==> src/rtl/alu_exec_unit_if.sv <==
// Handshake bundle between the ALU-control/decode stage and the execute ALU.
// The upstream side (decode, or a bench) uses master; the ALU uses slave.
interface alu_exec_unit_if #(
    parameter int XLEN = 32
);
    logic            in_valid;
    logic            in_ready;
    logic [3:0]      alu_ctrl;
    logic [XLEN-1:0] src_a;
    logic [XLEN-1:0] src_b;
    logic            out_valid;
    logic            out_ready;
    logic [XLEN-1:0] result;
    logic            zero;
    logic            illegal;

    modport master (
        output in_valid, alu_ctrl, src_a, src_b, out_ready,
        input  in_ready, out_valid, result, zero, illegal
    );

    modport slave (
        input  in_valid, alu_ctrl, src_a, src_b, out_ready,
        output in_ready, out_valid, result, zero, illegal
    );
endinterface

==> src/rtl/alu_exec_unit.sv <==
// Execute-stage ALU: single-cycle AND/OR/ADD/SUB, 32-iteration shift-add MUL,
// with a one-entry registered output slot and a valid/ready handshake on both sides.
module alu_exec_unit #(
    parameter int XLEN = 32
) (
    input  logic           clk,
    input  logic           rst_n,
    alu_exec_unit_if.slave bus
);

    typedef enum logic [3:0] {
        OP_AND = 4'b0000,
        OP_OR  = 4'b0001,
        OP_ADD = 4'b0010,
        OP_MUL = 4'b0011,
        OP_SUB = 4'b0110
    } op_e;

    typedef enum logic {
        IDLE,
        MUL
    } state_e;

    state_e          state;
    logic [4:0]      count;
    logic [XLEN-1:0] mcand;
    logic [XLEN-1:0] mplier;
    logic [XLEN-1:0] acc;
    logic [XLEN-1:0] acc_next;
    logic [XLEN-1:0] alu_res;
    logic            alu_illegal;
    logic            accept;
    logic            start_mul;

    // New work only when idle and the output slot is empty or draining this cycle.
    assign bus.in_ready = rst_n && (state == IDLE) && (!bus.out_valid || bus.out_ready);
    assign accept       = bus.in_valid && bus.in_ready;
    assign start_mul    = accept && (bus.alu_ctrl == OP_MUL);

    always_comb begin
        // NOTE: every output of this block gets a default first so no path leaves it unassigned (no latch).
        alu_res     = '0;
        alu_illegal = 1'b0;
        case (bus.alu_ctrl)
            OP_AND:  alu_res = bus.src_a & bus.src_b;
            OP_OR:   alu_res = bus.src_a | bus.src_b;
            OP_ADD:  alu_res = bus.src_a + bus.src_b;
            OP_SUB:  alu_res = bus.src_a - bus.src_b;
            OP_MUL:  alu_res = '0;
            default: alu_illegal = 1'b1;
        endcase
        acc_next = mplier[0] ? acc + mcand : acc;
    end

    // NOTE: all state is updated with non-blocking assignments so every register samples pre-edge values.
    always_ff @(posedge clk) begin
        if (!rst_n) begin
            state         <= IDLE;
            count         <= '0;
            bus.out_valid <= 1'b0;
            bus.result    <= '0;
            bus.zero      <= 1'b0;
            bus.illegal   <= 1'b0;
        end else begin
            unique case (state)
                IDLE: begin
                    if (start_mul) begin
                        state         <= MUL;
                        count         <= '0;
                        bus.out_valid <= 1'b0;
                    end else if (accept) begin
                        bus.out_valid <= 1'b1;
                        bus.result    <= alu_res;
                        bus.zero      <= (alu_res == '0);
                        bus.illegal   <= alu_illegal;
                    end else if (bus.out_ready) begin
                        bus.out_valid <= 1'b0;
                    end
                end
                MUL: begin
                    count <= count + 5'd1;
                    if (count == 5'd31) begin
                        state         <= IDLE;
                        bus.out_valid <= 1'b1;
                        bus.result    <= acc_next;
                        bus.zero      <= (acc_next == '0);
                        bus.illegal   <= 1'b0;
                    end
                end
            endcase
        end
    end

    // NOTE: multiplier datapath registers carry no reset; they are always loaded at MUL start before use.
    always_ff @(posedge clk) begin
        if (start_mul) begin
            mcand  <= bus.src_a;
            mplier <= bus.src_b;
            acc    <= '0;
        end else if (state == MUL) begin
            acc    <= acc_next;
            mcand  <= mcand << 1;
            mplier <= mplier >> 1;
        end
    end

endmodule

==> src/flat_wrapper.sv <==
// flat-port wrapper written by rule: the top's interface ports become plain ports
module alu_exec_unit_flat 
#(
    parameter int XLEN = 32
)
  (clk, rst_n, bus_in_valid, bus_alu_ctrl, bus_src_a, bus_src_b, bus_out_ready, bus_in_ready, bus_out_valid, bus_result, bus_zero, bus_illegal);
  alu_exec_unit_if #(.XLEN(XLEN)) bus_i ();
  input  logic clk;
  input  logic rst_n;
  input wire logic [$bits(bus_i.in_valid)-1:0] bus_in_valid;
  input wire logic [$bits(bus_i.alu_ctrl)-1:0] bus_alu_ctrl;
  input wire logic [$bits(bus_i.src_a)-1:0] bus_src_a;
  input wire logic [$bits(bus_i.src_b)-1:0] bus_src_b;
  input wire logic [$bits(bus_i.out_ready)-1:0] bus_out_ready;
  output wire logic [$bits(bus_i.in_ready)-1:0] bus_in_ready;
  output wire logic [$bits(bus_i.out_valid)-1:0] bus_out_valid;
  output wire logic [$bits(bus_i.result)-1:0] bus_result;
  output wire logic [$bits(bus_i.zero)-1:0] bus_zero;
  output wire logic [$bits(bus_i.illegal)-1:0] bus_illegal;
  assign bus_i.in_valid = bus_in_valid;
  assign bus_i.alu_ctrl = bus_alu_ctrl;
  assign bus_i.src_a = bus_src_a;
  assign bus_i.src_b = bus_src_b;
  assign bus_i.out_ready = bus_out_ready;
  assign bus_in_ready = bus_i.in_ready;
  assign bus_out_valid = bus_i.out_valid;
  assign bus_result = bus_i.result;
  assign bus_zero = bus_i.zero;
  assign bus_illegal = bus_i.illegal;
  alu_exec_unit #(.XLEN(XLEN)) u_core (.clk(clk), .rst_n(rst_n), .bus(bus_i));
endmodule
==> config.mk <==
export PLATFORM = sky130hd
export DESIGN_NAME = alu_exec_unit_flat
export DESIGN_NICKNAME = d
export VERILOG_FILES = /design/src/rtl/alu_exec_unit_if.sv /design/src/rtl/alu_exec_unit.sv /design/src/flat_wrapper.sv
export SDC_FILE = /design/constraint.sdc
export NUM_CORES = 1
export LEC_CHECK = 0
export CAP_MARGIN = 5
export CORE_MARGIN = 2
export CORE_UTILIZATION = 40
export CTS_CLUSTER_SIZE = 28
export DETAILED_ROUTE_END_ITERATION = 16
export MAX_ROUTING_LAYER = met4
export PLACE_DENSITY = 0.58
export SLEW_MARGIN = 30
export SYNTH_ARGS = -nofsm -noshare
export SYNTH_HDL_FRONTEND = slang
export SYNTH_SLANG_ARGS = --single-unit
==> constraint.sdc <==
create_clock -name clk -period 8.6 [get_ports clk]
set_input_delay 2.58 -clock clk [delete_from_list [all_inputs] [get_ports clk]]
set_output_delay 2.58 -clock clk [all_outputs]
set_load 0.005 [all_outputs]
==> impl_metrics.py, run 1 <==
metrics = {
    "timing": {
        "tightest_slew_ns": 0.899,
        "slew_viol_final": 0,
        "period_needed_ns": 8.15,
        "final-hold-violation-count": 0,
        "skew_ns": 0.0223,
        "grt_setup_unrepaired": "no",
        "max_freq_mhz": 123,
        "fin_hold_ws_ns": 0.461,
        "finalSetupTns_ns": 0,
        "post-route-period-util": 0.948,
        "slew_headroom": 0.385,
        "report.final.setup_viol": 0,
    },
    "hold_path": {
        "hold_path.class": "flop to flop",
        "hold_path_depth": 2,
    },
    "die": {
        "die_area_sq_um": 28700,
        "die_w_um": 169,
        "core-area_sq_um": 26900,
        "die_y_um": 169,
        "initial_core_util": 0.407,
        "pin_count": 108,
        "row_count": 60,
    },
    "drt": {
        "dr.pass1.iters": 5,
        "routedWlPerCell_um": 18.8,
        "drt-initial-drc-count": 800,
        "wl_um": 33900,
        "vias": 10300,
        "via_per_inst": 5.69,
        "route.detailed.drc": 0,
        "final_antenna_net_count": 0,
    },
    "clock_network": {
        "post_cts_resized": 0,
        "numCtsBuffers": 17,
        "clock-sinks": 137,
        "ctsHoldBuffers": 0,
        "tritoncts": "done",
        "cts.clk_slew.worst_paths_ns": 0.08,
        "clk_latency_ns": 0.45,
        "cts.path.max_buffers": 2,
        "cts-htree-levels": 4,
        "cts_root_buf": "clkbuf_16",
        "post-cts-setup-buffers": 0,
    },
    "synthesis": {
        "post-synth-top-area-fraction": 0.176,
        "synthTopCellsByArea": "edfxtp_1 18%, dfxtp_1 13%, nand2_1 11%",
        "ys_ff_latch": 137,
        "yosysWarnings": 0,
        "ys.flop_type": "dfxtp_1",
        "syn_avg_cell_area_sq_um": 7.95,
        "synth_most_common_cell": "nand2_1",
        "synthCells": 1375,
        "synth_top_cell_by_area": "edfxtp_1",
        "synth.distinct_cells": 83,
        "netlist_area_sq_um": 10900,
        "syn_nets": 1516,
        "synth_seq_area_share": 0.309,
        "ys_async_sr_fraction": 0,
        "synth_common_cells": "325 x nand2_1, 92 x a21oi_1, 76 x o21ai_0, 73 x dfxtp_1, 67 x ha_1",
        "synth_edf_count": 64,
    },
    "global_routing": {
        "grt_pass1_vias": 9444,
        "grt_use_total": 0.241,
        "grt_pass1_wl_um": 52900,
        "grt_overflow": 0,
        "grt_max_degree": 73,
        "antenna_found_initial": 0,
    },
    "placement": {
        "portBuffers": 107,
        "place_congestion": 0.902,
        "hpwl_um": 25200,
    },
    "pwr": {
        "ir_drop_uv": 91.1,
        "power_density_nw_per_um2": 188,
        "leakage_nw": 5.13,
    },
    "critical_path": {
        "crit_path_max_fanout": 7,
        "rr_worst_depth": 14,
        "cp-end-kind": "flop",
        "worstPathArrival_ns": 8.53,
        "critPathLaunchType": "input pin",
        "critical_path_class": "input pin to flop",
        "worstPathRequired_ns": 8.98,
    },
    "run_status": {
        "status": "complete, no violations",
    },
    "final_layout": {
        "diodes": 0,
        "drive_gt1_frac": 0.0581,
        "nNetsFinal": 1590,
        "area_growth_syn_to_layout_pct": 18.2,
        "fillCellCount": 2740,
    },
    "run": {
        "cap_violations": 0,
    },
}
metrics by stage:
stage	utilization	cell area (sq um)	std cells	worst slack, ns	power, mW
3_5_place_dp	0.459	12300	1771	0.0535	1.66
4_1_cts	0.481	12900	1803	0.457	2.42
6_report	0.481	12900	1803	0.448	2.43
2_1_floorplan	-	10900	1375	0.920	1.42
3_3_place_gp	0.459	12300	1771	0.140	1.66
5_1_grt	0.481	12900	1803	0.0451	2.57
registers in the layout, indices dropped and copies added, names as in the netlist:
signal                cells
u_core.bus.zero           1
u_core.mcand             32
u_core.acc               32
u_core.mplier            32
u_core.bus.out_valid      1
u_core.state              1
u_core.bus.result        32
u_core.bus.illegal        1
u_core.count              5
cell usage in the layout, fill, tap and decap left out, types with 19 or more instances in the layout:
cell type        count
nand2_1            325
clkdlybuf4s50_1    107
a21oi_1             92
o21ai_0             76
dfxtp_1             72
ha_1                67
edfxtp_1            64
nor2_1              58
xnor2_1             41
xor2_1              37
inv_1               31
nand3_1             26
a21boi_0            25
maj3_1              24
a21o_1              21
o21ai_1             20
and2_1              19
cells by family after synthesis:
group,after synthesis,synth area share
and+or+nand+nor,558,0.239
AOI/OAI and AO/OA,381,0.226
buffers and inverters,102,0.0363
xor gates and xnor gates,78,0.0625
DFF,137,0.309
muxes,26,0.0247
adders and majority gates,93,0.102
layer usage:
| layer | global-route usage | wire length [um] | vias to the layer above |
|---|---|---|---|
| met4 | 0.0509 | 342 | 0 |
| li1 | - | - | 5116 |
| met2 | 0.355 | 14600 | 246 |
| met1 | 0.358 | 17500 | 4868 |
| met3 | 0.0245 | 1350 | 23 |
| met5 | - | 0 | - |
where the power goes:
part	leakage, nW	switching [mW]	internal [mW]
Sequential	1.18	0.0444	0.737
Clock	0.287	0.340	0.424
Combinational	3.66	0.505	0.378
path summary, 6_finish.rpt:
check                                   start                           end  slack (ns)
hold / removal    u_core.acc[18]$_SDFFE_PP0P_   u_core.acc[18]$_SDFFE_PP0P_        0.46
setup / recovery                 bus_src_b[0]  u_core.bus.zero$_SDFFE_PN0P_        0.45
setup reg to reg   u_core.acc[0]$_SDFFE_PP0P_  u_core.bus.zero$_SDFFE_PN0P_        4.21
hold reg to reg   u_core.acc[18]$_SDFFE_PP0P_   u_core.acc[18]$_SDFFE_PP0P_        0.46
critical path, stage by stage:
cell and delay [ns]:
clkdlybuf4s50_1 0.49, inv_1 0.14, ha_1 0.20, nand2b_1 0.08, or4_1 0.45, or2_2 0.34
nor4_1 0.23, buf_4 0.19, nor4b_1 0.42, inv_1 0.16, o21ai_1 0.17, xor2_1 0.09
ha_1 0.40, and4_1 0.24, nand2_1 0.07, a2111oi_0 0.53, o311a_1 0.29, a211o_1 0.12
a21oi_1 0.07, xor2_1 0.14, o21ai_1 0.09, or4_1 0.51, or4_1 0.44, o211ai_2 0.09
cell type report:
| type | count | area (sq um) | area share |
|---|---|---|---|
| multi-input cells | 1136 | 7190 | 0.557 |
| flip-flops and latches | 137 | 3380 | 0.262 |
| repair buffers | 125 | 1210 | 0.0934 |
| clock buffers | 19 | 454 | 0.0352 |
| well taps | 341 | 427 | 0.0330 |
| clock inverters | 13 | 134 | 0.0104 |
| inverters | 32 | 123 | 0.00949 |
Note: power is estimated with default switching activity, not from simulation.
==> run 2, diff against run 1 <==
--- a/config.mk
+++ b/config.mk
@@ -6,6 +6,7 @@
 export NUM_CORES = 1
 export LEC_CHECK = 0
 export CAP_MARGIN = 5
+export CORE_ASPECT_RATIO = 1.25
 export CORE_MARGIN = 2
 export CORE_UTILIZATION = 40
 export CTS_CLUSTER_SIZE = 28
==> run 2 against run 1 <==
Net effect:
- sequential power hardly changed
- clock power is 3.3% lower
- largest cell class unchanged
- clock skew is 0.017 ns lower
- power is 1.1% lower
- sequential cell count stayed put
- hold slack worse by 0.0016 ns
- combinational power is 0.5% lower
- critical path depth stayed put
- cell count is 0.22% higher
- final area hardly changed
- non-clock buffer count stayed put
==> impl_metrics.py, run 2 (same netlist as run 1, synthesis figures left out) <==
metrics = {
    "run_status": {
        "status": "complete, no violations",
    },
    "final_layout": {
        "fin_area_sq_um": 12900,
        "fillCellCount": 2715,
        "nNetsFinal": 1590,
        "final_common_cell": "nand2_1",
        "diodes": 0,
        "drive_gt1_frac": 0.0575,
        "area_growth_syn_to_layout_pct": 18.2,
        "final_core_util": 0.482,
        "final_cells": 1807,
        "multi_input_area_sq_um": 7200,
        "most-common-layout-cells": "325 x nand2_1, 107 x clkdlybuf4s50_1, 92 x a21oi_1",
        "seqCellArea_sq_um": 3380,
    },
    "critical_path": {
        "worstPathArrival_ns": 8.36,
        "critPathLaunchType": "input pin",
        "cp-end-kind": "flop",
        "crit_path_max_fanout": 7,
        "rr_worst_depth": 12,
        "critical_path_class": "input pin to flop",
        "worstPathRequired_ns": 8.96,
    },
    "placement": {
        "hpwl_um": 24900,
        "placed_cell_area_sq_um": 12300,
        "place_congestion": 0.906,
        "portBuffers": 107,
        "numPlacedInstances": 1775,
    },
    "drt": {
        "wl_um": 33300,
        "dr.pass1.iters": 7,
        "final_antenna_net_count": 0,
        "route.detailed.drc": 0,
        "via_per_inst": 5.62,
        "drt-initial-drc-count": 669,
        "vias": 10200,
        "routedWlPerCell_um": 18.4,
    },
    "clock_network": {
        "numCtsBuffers": 17,
        "cts_root_buf": "clkbuf_16",
        "tritoncts": "done",
        "cts.clk_slew.worst_paths_ns": 0.06,
        "cts.path.max_buffers": 2,
        "clk_latency_ns": 0.43,
        "cts-htree-levels": 4,
        "post-cts-setup-buffers": 0,
        "ctsHoldBuffers": 0,
        "clock-sinks": 137,
    },
    "timing": {
        "final-hold-violation-count": 0,
        "tightest_slew_ns": 0.866,
        "report.final.setup_viol": 0,
        "skew_ns": 0.00561,
        "slew_viol_final": 0,
        "period_needed_ns": 8.00,
        "grt_setup_unrepaired": "no",
        "slew_headroom": 0.422,
        "max_freq_mhz": 125,
        "finalSetupTns_ns": 0,
        "post-route-period-util": 0.930,
    },
    "run": {
        "cap_violations": 0,
    },
    "die": {
        "die_w_um": 152,
        "core-area_sq_um": 26800,
        "row_count": 67,
        "die_y_um": 189,
        "pin_count": 108,
        "initial_core_util": 0.408,
        "die_area_sq_um": 28700,
    },
    "global_routing": {
        "antenna_found_initial": 0,
        "grt_overflow": 0,
        "grt_use_total": 0.235,
        "grt_pass1_wl_um": 52700,
        "grt_max_degree": 72,
        "grt_pass1_vias": 9703,
    },
    "hold_path": {
        "hold_path_depth": 2,
        "hold_path.class": "flop to flop",
    },
    "pwr": {
        "ir_drop_uv": 133,
        "power_density_nw_per_um2": 186,
        "p_total_mw": 2.40,
        "leakage_nw": 5.12,
    },
}
run 2: cell types whose count changed in the layout (fill, tap and decap cells not counted), moves of 2 or more:
cell and delta:
clkinv_4 -4, clkinvlp_4 +2, inv_6 -3, inv_4 -2
clkinv_2 +3
run 2: final timing paths:
path                                      start                                 end  slack, ns
max                                bus_src_b[0]        u_core.bus.zero$_SDFFE_PN0P_       0.60
min          u_core.bus.result[17]$_SDFFE_PN0P_  u_core.bus.result[17]$_SDFFE_PN0P_       0.46
max reg2reg          u_core.mcand[14]$_DFFE_PP_        u_core.bus.zero$_SDFFE_PN0P_       4.27
min reg2reg  u_core.bus.result[17]$_SDFFE_PN0P_  u_core.bus.result[17]$_SDFFE_PN0P_       0.46
run 2: cell type report:
class / instances / area share
inverters: 32 / 0.00929
clock inverters: 10 / 0.00687
multi-input cells: 1136 / 0.557
repair buffers: 125 / 0.0933
clock buffers: 22 / 0.0384
well taps: 345 / 0.0334
flip-flops and latches: 137 / 0.262
run 2: through the flow:
stage | worst slack [ns] | hold WS, ns
after floorplan | 0.920 | 0.435
after global placement | 0.101 | 0.449
after detailed placement | 0.0132 | 0.454
after CTS | 0.401 | 0.464
after global routing | 0.157 | 0.485
final | 0.598 | 0.460
run 2: power breakdown:
group	switching, mW	internal [mW]	leakage (nW)
clock network	0.300	0.439	0.280
logic	0.501	0.378	3.66
registers	0.0457	0.737	1.18
total	0.846	1.55	5.12
run 2: repair_timing:
action	in CTS	in global routing
gates resized for setup	0	1
endpoints found under the setup margin	0	1
endpoints found under the hold margin	0	0
run 2: critical path: stages:
cell	delay, ns
clkdlybuf4s50_1	0.48
inv_1	0.14
ha_1	0.19
nand2b_1	0.09
or4_1	0.45
or2_2	0.35
nor4_1	0.23
buf_4	0.19
nor4b_2	0.30
inv_1	0.12
o21ai_1	0.16
xor2_1	0.08
ha_1	0.41
and4_1	0.24
nand2_1	0.08
a2111oi_0	0.53
o311a_1	0.29
a211o_1	0.11
a21oi_1	0.07
xor2_1	0.14
o21ai_1	0.08
or4_1	0.52
or4_1	0.43
o211ai_2	0.07
run 2: metal layers:
metal,wire length (um),global-route usage,up-vias
li1,-,-,5098
met1,16200,0.323,4818
met2,15400,0.372,213
met3,1180,0.0235,30
met4,476,0.0636,0
met5,0,-,-
==> run 3, diff against run 2 <==
--- a/config.mk
+++ b/config.mk
@@ -9,10 +9,11 @@
 export CORE_ASPECT_RATIO = 1.25
 export CORE_MARGIN = 2
 export CORE_UTILIZATION = 40
-export CTS_CLUSTER_SIZE = 28
+export CTS_CLUSTER_SIZE = 8
 export DETAILED_ROUTE_END_ITERATION = 16
 export MAX_ROUTING_LAYER = met4
 export PLACE_DENSITY = 0.58
+export REMOVE_ABC_BUFFERS = 1
 export SLEW_MARGIN = 30
 export SYNTH_ARGS = -nofsm -noshare
 export SYNTH_HDL_FRONTEND = slang
==> run 3 against run 2 <==
Net effect:
- die area unchanged
- cell count up 0.17%
- non-clock buffer count is 2 higher
- largest cell class unchanged
- final area about the same
- first-iteration DRC count grew 16%
- fmax about the same
- clock-buffer cell count shrank 2
- power increased by 0.16%
- core utilization hardly changed
- worst setup slack lost 0.0061 ns
- wire length up 2.8%
==> impl_metrics.py, run 3 (same netlist as run 1, synthesis figures left out) <==
metrics = {
    "run_status": {
        "status": "complete, no violations",
    },
    "critical_path": {
        "critPathLaunchType": "input pin",
        "worstReg2RegEnd": "u_core.bus.zero$_SDFFE_PN0P_",
        "cp-end-kind": "flop",
        "rr_worst_depth": 12,
        "worst_path_most_repeated_cell": "or4_1",
        "r2r_slack_ns": 4.21,
        "crit_chain": "clkdlybuf4s50_1 -> inv_1 -> ha_1 -> nand2b_1 -> or4_1 -> or2_2 -> nor4_1 -> buf_4 -> nor4b_2 -> inv_1 -> o21ai_1 -> xor2_1 -> ha_1 -> and4_1 -> nand2_1 -> a2111oi_1 -> o311a_1 -> a211o_1 -> a21oi_1 -> xor2_1 -> o21ai_1 -> or4_1 -> or4_1 -> o211ai_2",
        "critical_path_class": "input pin to flop",
        "cp-startpoint": "bus_src_b[0]",
        "crit_buf_inv": 4,
        "worstPathRequired_ns": 8.95,
        "crit_slowest_cell": "a2111oi_1",
        "cp_top_family": "simple AND/OR/NAND/NOR gates",
        "worstPathArrival_ns": 8.36,
        "r2r_start": "u_core.mcand[14]$_DFFE_PP_",
        "crit_path_max_fanout": 7,
        "slowest_delay_ns": 0.53,
    },
    "hold_path": {
        "holdPathEnd": "u_core.bus.result[17]$_SDFFE_PN0P_",
        "hp-start": "u_core.bus.result[17]$_SDFFE_PN0P_",
        "hold_path_depth": 2,
        "hold_path.class": "flop to flop",
    },
    "global_routing": {
        "grt_pass1_vias": 9831,
        "grt_use_total": 0.241,
        "grt_overflow": 0,
        "grt_max_degree": 69,
        "grt_pass1_wl_um": 53400,
        "antenna_found_initial": 2,
    },
    "placement": {
        "pre_cts_slack_ns": -0.0621,
        "hpwl_um": 26100,
        "place_congestion": 0.918,
        "numPlacedInstances": 1777,
        "portBuffers": 107,
    },
    "die": {
        "initial_core_util": 0.408,
        "core-area_sq_um": 26800,
        "die_y_um": 189,
        "die_area_sq_um": 28700,
        "pin_count": 108,
        "row_count": 67,
        "die_w_um": 152,
    },
    "drt": {
        "dr.pass1.iters": 5,
        "routedWlPerCell_um": 18.9,
        "vias": 10300,
        "drt-initial-drc-count": 779,
        "route.met2.wl_um": 16100,
        "wl_met3_um": 1140,
        "via_per_inst": 5.70,
        "wl_met1_um": 16200,
        "final_antenna_net_count": 0,
        "route.detailed.drc": 0,
        "maxUsedRoutingLayer": "met4",
        "wl_um": 34200,
    },
    "clock_network": {
        "cts.path.max_buffers": 2,
        "clk_latency_ns": 0.43,
        "cts.clk_slew.worst_paths_ns": 0.06,
        "ctsHoldBuffers": 0,
        "tritoncts": "done",
        "post_cts_resized": 0,
        "cts-htree-levels": 4,
        "cts_root_buf": "clkbuf_16",
        "post-cts-setup-buffers": 0,
        "numCtsBuffers": 17,
        "clock-sinks": 137,
    },
    "pwr": {
        "p_sw_frac": 0.353,
        "p_seq_frac": 0.325,
        "ir_drop_uv": 140,
        "p_comb_frac": 0.366,
        "p_sw_uw": 848,
        "p_total_mw": 2.40,
        "leakage_nw": 5.14,
        "p_clk_frac": 0.308,
        "p_int_mw": 1.56,
        "power_density_nw_per_um2": 186,
    },
    "final_layout": {
        "nNetsFinal": 1592,
        "area_growth_syn_to_layout_pct": 18.3,
        "drive_gt1_frac": 0.0594,
        "most-common-layout-cells": "325 x nand2_1, 107 x clkdlybuf4s50_1, 92 x a21oi_1",
        "final_cells": 1810,
        "final_common_cell": "nand2_1",
    },
    "run": {
        "cap_violations": 0,
    },
    "timing": {
        "max_freq_mhz": 125,
        "post-route-period-util": 0.931,
        "slew_viol_final": 0,
        "setup_slack_ns": 0.592,
        "period_needed_ns": 8.01,
        "grt_setup_unrepaired": "no",
        "report.final.setup_viol": 0,
        "final-hold-violation-count": 0,
        "fin_hold_ws_ns": 0.460,
        "slew_headroom": 0.458,
        "tightest_slew_ns": 0.792,
        "skew_ns": 0.00598,
    },
}
run 3: area by class of cell:
type                            instances  area, sq um
Antenna cell                            1         2.50
Clock buffer                           20          457
Clock inverter                         12          121
Fill cell                            2701        13900
Inverter                               32          120
Multi-Input combinational cell       1136         7200
Sequential cell                       137         3380
Tap cell                              345          432
Timing Repair Buffer                  127         1220
run 3: worst min-delay path: stages, from the launching register on:
cell and delay [ns]:
dfxtp_1 0.31, nand2_1 0.05, a21boi_0 0.06
run 3: power groups by stage:
stage / sequential (mW) / clock, mW / combinational, mW
floorplan: 0.785 / 0 / 0.628
global placement: 0.793 / 0 / 0.862
detailed placement: 0.795 / 0 / 0.866
CTS: 0.782 / 0.753 / 0.873
global route: 0.789 / 0.779 / 0.972
finish: 0.783 / 0.741 / 0.881
run 3: layer usage:
metal,up-vias,global-route usage
met5,-,-
li1,5120,-
met1,4942,0.318
met3,42,0.0248
met4,0,0.0730
met2,220,0.390
run 3: per-stage QoR:
step / cell area [sq um] / util / setup TNS (ns)
finish: 12900 / 0.482 / 0
global route: 12900 / 0.482 / 0
CTS: 12900 / 0.482 / 0
detailed placement: 12300 / 0.460 / -0.0621
global placement: 12300 / 0.460 / 0
floorplan: 10700 / - / 0
run 3: how the worst max path moves through the flow:
stage          slack [ns]  cells after the start                       endpoint
3_5_place_dp        -0.06                     24   u_core.bus.zero$_SDFFE_PN0P_
2_1_floorplan        0.71                      6  u_core.mcand[0]$_SDFFCE_PN0P_
6_report             0.59                     24   u_core.bus.zero$_SDFFE_PN0P_
3_3_place_gp         0.08                     24   u_core.bus.zero$_SDFFE_PN0P_
4_1_cts              0.34                     24   u_core.bus.zero$_SDFFE_PN0P_
5_1_grt              0.21                     24   u_core.bus.zero$_SDFFE_PN0P_
